===== src/rtl/mem_arbiter.sv =====
// Round-robin arbiter sharing the PSRAM controller port between two masters.
// Ownership is held for the whole transaction; a watchdog completes stalled words with ERR_WORD.
module mem_arbiter #(
    parameter int unsigned TIMEOUT  = 4096,
    parameter logic [31:0] ERR_WORD = 32'hDEADBEEF
) (
    input  logic        clk,
    input  logic        rst,

    input  logic        m0_burst_en,
    input  logic [7:0]  m0_burst_length,
    input  logic [31:0] m0_a,
    input  logic [31:0] m0_d,
    input  logic        m0_we,
    input  logic        m0_rd,
    output logic [31:0] m0_spo,
    output logic        m0_ready,

    input  logic        m1_burst_en,
    input  logic [7:0]  m1_burst_length,
    input  logic [31:0] m1_a,
    input  logic [31:0] m1_d,
    input  logic        m1_we,
    input  logic        m1_rd,
    output logic [31:0] m1_spo,
    output logic        m1_ready,

    output logic        mem_burst_en,
    output logic [7:0]  mem_burst_length,
    output logic [31:0] mem_a,
    output logic [31:0] mem_d,
    output logic        mem_we,
    output logic        mem_rd,
    input  logic [31:0] mem_spo,
    input  logic        mem_ready,

    output logic [1:0]  grant,
    output logic        timeout_irq
);

    localparam int unsigned   WD_W    = $clog2(TIMEOUT) + 1;
    localparam logic [WD_W-1:0] WD_LAST = WD_W'(TIMEOUT - 1);

    typedef enum logic [1:0] {
        IDLE    = 2'd0,
        GRANT0  = 2'd1,
        GRANT1  = 2'd2,
        RELEASE = 2'd3
    } state_e;

    state_e          state_q, state_d;
    logic            last_q, last_d;
    logic [WD_W-1:0] wd_cnt_q, wd_cnt_d;
    logic [1:0]      grant_q, grant_d;

    logic req0, req1, in_grant, wd_fire;

    assign req0     = m0_rd | m0_we;
    assign req1     = m1_rd | m1_we;
    assign in_grant = (state_q == GRANT0) || (state_q == GRANT1);
    // A real completion on the compare cycle wins over the watchdog.
    assign wd_fire  = in_grant && (wd_cnt_q == WD_LAST) && !mem_ready;

    // NOTE: state registers use non-blocking assignments so every flop samples pre-edge values.
    always_ff @(posedge clk) begin
        if (rst) begin
            state_q  <= IDLE;
            last_q   <= 1'b1;
            wd_cnt_q <= '0;
            grant_q  <= 2'b00;
        end else begin
            state_q  <= state_d;
            last_q   <= last_d;
            wd_cnt_q <= wd_cnt_d;
            grant_q  <= grant_d;
        end
    end

    // NOTE: every variable gets a default at the top of a comb block so no latch is inferred.
    always_comb begin
        state_d  = state_q;
        last_d   = last_q;
        wd_cnt_d = '0;
        case (state_q)
            IDLE: begin
                if (req0 && (!req1 || last_q)) begin
                    state_d = GRANT0;
                    last_d  = 1'b0;
                end else if (req1) begin
                    state_d = GRANT1;
                    last_d  = 1'b1;
                end
            end
            GRANT0:  if (!req0) state_d = RELEASE;
            GRANT1:  if (!req1) state_d = RELEASE;
            RELEASE: state_d = IDLE;
            default: state_d = IDLE;
        endcase

        if (in_grant && !mem_ready && !wd_fire) begin
            wd_cnt_d = wd_cnt_q + 1'b1;
        end

        case (state_d)
            GRANT0:  grant_d = 2'b01;
            GRANT1:  grant_d = 2'b10;
            default: grant_d = 2'b00;
        endcase
    end

    always_comb begin
        mem_burst_en     = 1'b0;
        mem_burst_length = 8'h00;
        mem_a            = 32'h0;
        mem_d            = 32'h0;
        mem_we           = 1'b0;
        mem_rd           = 1'b0;
        m0_ready         = 1'b0;
        m0_spo           = 32'h0;
        m1_ready         = 1'b0;
        m1_spo           = 32'h0;
        timeout_irq      = wd_fire;
        case (state_q)
            GRANT0: begin
                mem_burst_en     = m0_burst_en;
                mem_burst_length = m0_burst_length;
                mem_a            = m0_a;
                mem_d            = m0_d;
                mem_we           = m0_we;
                mem_rd           = m0_rd;
                m0_ready         = mem_ready | wd_fire;
                m0_spo           = wd_fire ? ERR_WORD : mem_spo;
            end
            GRANT1: begin
                mem_burst_en     = m1_burst_en;
                mem_burst_length = m1_burst_length;
                mem_a            = m1_a;
                mem_d            = m1_d;
                mem_we           = m1_we;
                mem_rd           = m1_rd;
                m1_ready         = mem_ready | wd_fire;
                m1_spo           = wd_fire ? ERR_WORD : mem_spo;
            end
            default: ;
        endcase
    end

    assign grant = grant_q;

endmodule


===== config.mk =====
export PLATFORM = sky130hd
export DESIGN_NAME = mem_arbiter
export DESIGN_NICKNAME = d
export VERILOG_FILES = /design/src/rtl/mem_arbiter.sv
export SDC_FILE = /design/constraint.sdc
export NUM_CORES = 1
export LEC_CHECK = 0
export ABC_CLOCK_PERIOD_IN_PS = 2100
export CAP_MARGIN = 20
export CORE_AREA = 2 2 127 129
export DETAILED_ROUTE_END_ITERATION = 6
export DIE_AREA = 0 0 129 131
export GPL_TIMING_DRIVEN = 0
export SYNTH_ARGS = -nofsm -noshare
export SYNTH_HDL_FRONTEND = slang
export SYNTH_SLANG_ARGS = --single-unit

===== constraint.sdc =====
create_clock -name clk -period 2.1 [get_ports clk]
set_input_delay 0.42 -clock clk [delete_from_list [all_inputs] [get_ports clk]]
set_output_delay 0.42 -clock clk [all_outputs]
set_load 0.02 [all_outputs]

==> metrics, run 1 <==
die height=131 um; relative slew slack=74.7%; Syn Std Cell Area=2570 um^2; Mapped Cells=402; number of max-cap violations=0; fraction of layout cells with a size suffix above 1=50.2%; drt pass-1 iters=4; Final Max Slew Viols=0; asr flop ratio synth=0%; Core Area=15600 um^2; Worst-Skew Late Latency=0.25 ns; Routed WL per cell=18.8 um; synth cell count leaders=101 x nand2_1, 77 x nor2b_1, 76 x a22oi_1; crit path cell chain=inv_4 > ha_4 > nand2b_4 > or4b_4 > buf_16 > and3_4 > buf_6; Design Area, Final=7790 um^2; CP endpoint kind=output port; n_diodes=0; worst slew pin tran=0.378 ns; Nets=970; # IOs=329; std cell rows=46; worst vdd ir=0.000585 V; count leader, synth=nand2_1; total global routing overflow=0; FMAX=396 MHz; Setup crit start kind=flop; Synth warnings=0; clk sinks=18; vias per inst=4.51; EDFF count, synth=0; Antenna Nets Post-Route=0; clk slew on worst S/H paths=0.05 ns; fin crit share=120%; Placed Area=6190 um^2; sequential area share after synthesis=14.0%; total number of vias=4475; first-pass GRT wire length=25200 um; Placer Congestion=0.796; Syn Area/Cell=6.39 um^2; Top Family by Delay on Critical Path=simple AND/OR/NAND/NOR gates; outcome=finished with violations; endpoints failing hold=0; critical path arrival=2.10 ns; largest fanout on the critical path=5; non-filler cells, final=993; Worst path max stage delay=0.60 ns; Critical Path RT=1.68 ns; DP Cell Count=946; vias in the first global route=4332; Layout area overhead=203%; WL final=18700 um; pin count of the biggest net entering global routing=11; post-synth top area cell=a22oi_1; Setup Skew=0.00127 ns; Max Root-Sink Buffers=2; slowest cell on the critical path=or4b_4; pwr/cell area=1000 nW/um^2; Post-synth top flop=dfxtp_1; ranking of synthesized cells by area=a22oi_1 22%, nor2b_1 19%, nand2_1 15%; initial antenna violation count=0; # H-tree levels=1; syn_nets=594; Netlist cell types=33; leakage power=0.00317 uW; Final min period=2.52 ns; WS Path Type=reg -> out; RSZ-0062 raised after global routing=true; CTS Buf Count=3; CTS tree=built; Setup Viol. Count Final=116; HP Class=reg -> reg; failing checks=setup timing; CTS Root Cell=clkbuf_16; HPWL after DPL=13600 um; die area=16900 um^2; Power Total=7830 uW; fin worst setup slack=-0.424 ns; total track usage=19.2%; starting density of the core=16.5%; Hold Buf Count CTS=0; CP Buf/Inv Count=3; die width=129 um; Initial DRC Count=120; Residual DRC=0; port bufs=328; Yosys reg bits=18; post-synth top area share=22.2%
## metal layers
layer | up-vias | wire length [um] | GRT usage, %
met5 | - | 0 | 0
li1 | 2140 | - | -
met3 | 16 | 1530 | 4.60
met1 | 2100 | 7390 | 23.4
met2 | 219 | 9550 | 34.8
met4 | 0 | 229 | 2.88
## final cells by class
class	count	area, um^2
timing repair buffer	374	3680
buffer	34	462
inverter	5	23.8
tap	216	270
clock buffer	4	88.8
fill	1466	7800
multi-input combinational	342	2890
sequential	18	372
## worst register-to-register path, delay by kind of cell (launching register included)
kind / cells / cell delay, ns
buf+inv: 1 / 0.21
fa+ha+maj: 1 / 0.16
flops: 1 / 0.35
simple gates: 4 / 0.97
## stage by stage
stage	worst slack, ns	TNS, ns	hold slack (ns)	util, %
2_1_floorplan	0.0234	0	0.430	-
3_3_place_gp	-1.31	-131.95	0.447	39.7
3_5_place_dp	-1.29	-132.18	0.459	39.7
4_1_cts	-0.426	-25.06	0.471	46.2
5_1_grt	-0.472	-30.25	0.511	50.0
6_report	-0.424	-23.28	0.491	50.0
## state kept, by name, indices dropped and copies added (netlist names)
signal,count
state_q,2
grant,2
wd_cnt_q,13
last_q,1
## logic make-up (layout without fill, tap and decap cells)
kind of cell / Yosys count / in the layout / share of synthesized area [%]
and+or+nand+nor: 239 / 239 / 47.9
AOI/OAI and AO/OA: 86 / 86 / 24.8
buffers and inverters: 42 / 417 / 6.43
DFF: 18 / 18 / 14.0
xor gates and xnor gates: 10 / 10 / 3.41
adders and majority gates: 7 / 7 / 3.41
## worst paths after layout
check / startpoint / end / slack, ns / cells after the start
worst max-delay path: state_q[1]$_SDFF_PP0_ / m1_spo[29] / -0.42 / 7
worst min-delay path: last_q$_SDFFE_PP1P_ / last_q$_SDFFE_PP1P_ / 0.49 / 1
worst max register to register: wd_cnt_q[1]$_SDFF_PP0_ / wd_cnt_q[8]$_SDFF_PP0_ / 0.29 / 6
worst min register to register: last_q$_SDFFE_PP1P_ / last_q$_SDFFE_PP1P_ / 0.49 / 1
## layout by cell type (no fill, tap or decap), drive strengths merged
cell / Yosys / final
nor3: 6 / 6
inv: 5 / 5
nand3: 4 / 4
a211o: 1 / 1
clkbuf: 34 / 19
clkdlybuf4s50: 0 / 185
xor2: 1 / 1
and3: 17 / 17
a21oi: 1 / 1
o311a: 1 / 1
o21ai: 5 / 5
nor2: 22 / 22
a31oi: 1 / 1
ha: 7 / 7
nand4: 3 / 3
nand2: 101 / 101
nor4: 1 / 1
a22oi: 76 / 76
nor2b: 77 / 77
xnor2: 9 / 9
a32o: 1 / 1
or2: 1 / 1
buf: 3 / 207
or3: 1 / 1
nand4b: 1 / 1
dlygate4sd2: 0 / 1
or4b: 1 / 1
nor3b: 2 / 2
dfxtp: 18 / 18
nand2b: 2 / 2
## report_power, final
| part | leakage (uW) | total (uW) | internal (uW) | switching, uW |
|---|---|---|---|---|
| logic | 0.00298 | 6970 | 3500 | 3470 |
| registers | 0.000150 | 433 | 396 | 36.9 |
| clock network | 0.0000442 | 423 | 290 | 133 |
| total | 0.00317 | 7830 | 4190 | 3640 |
## timing repair
| item | 4_1_cts | 5_1_grt |
|---|---|---|
| buffers inserted | 28 | 12 |
| pin swaps | 19 | 12 |
| setup endpoints to repair | 142 | 142 |
| resized for setup | 929 | 185 |
| gates cloned | 6 | 3 |
No activity file was read; power rests on OpenSTA's default activity.
==> run 2: changes to the inputs <==
--- a/config.mk
+++ b/config.mk
@@ -8,6 +8,7 @@
 export ABC_CLOCK_PERIOD_IN_PS = 2100
 export CAP_MARGIN = 20
 export CORE_AREA = 2 2 127 129
+export CTS_CLUSTER_DIAMETER = 50
 export DETAILED_ROUTE_END_ITERATION = 6
 export DIE_AREA = 0 0 129 131
 export GPL_TIMING_DRIVEN = 0
==> results of run 2 <==
The final DEF is identical to that of run 1; final timing and power are the same.
==> run 3: changes to the inputs <==
--- a/config.mk
+++ b/config.mk
@@ -12,6 +12,7 @@
 export DETAILED_ROUTE_END_ITERATION = 6
 export DIE_AREA = 0 0 129 131
 export GPL_TIMING_DRIVEN = 0
+export SLEW_MARGIN = 20
 export SYNTH_ARGS = -nofsm -noshare
 export SYNTH_HDL_FRONTEND = slang
 export SYNTH_SLANG_ARGS = --single-unit
==> results of run 3 <==
The final DEF is identical to that of run 1; final timing and power are the same.
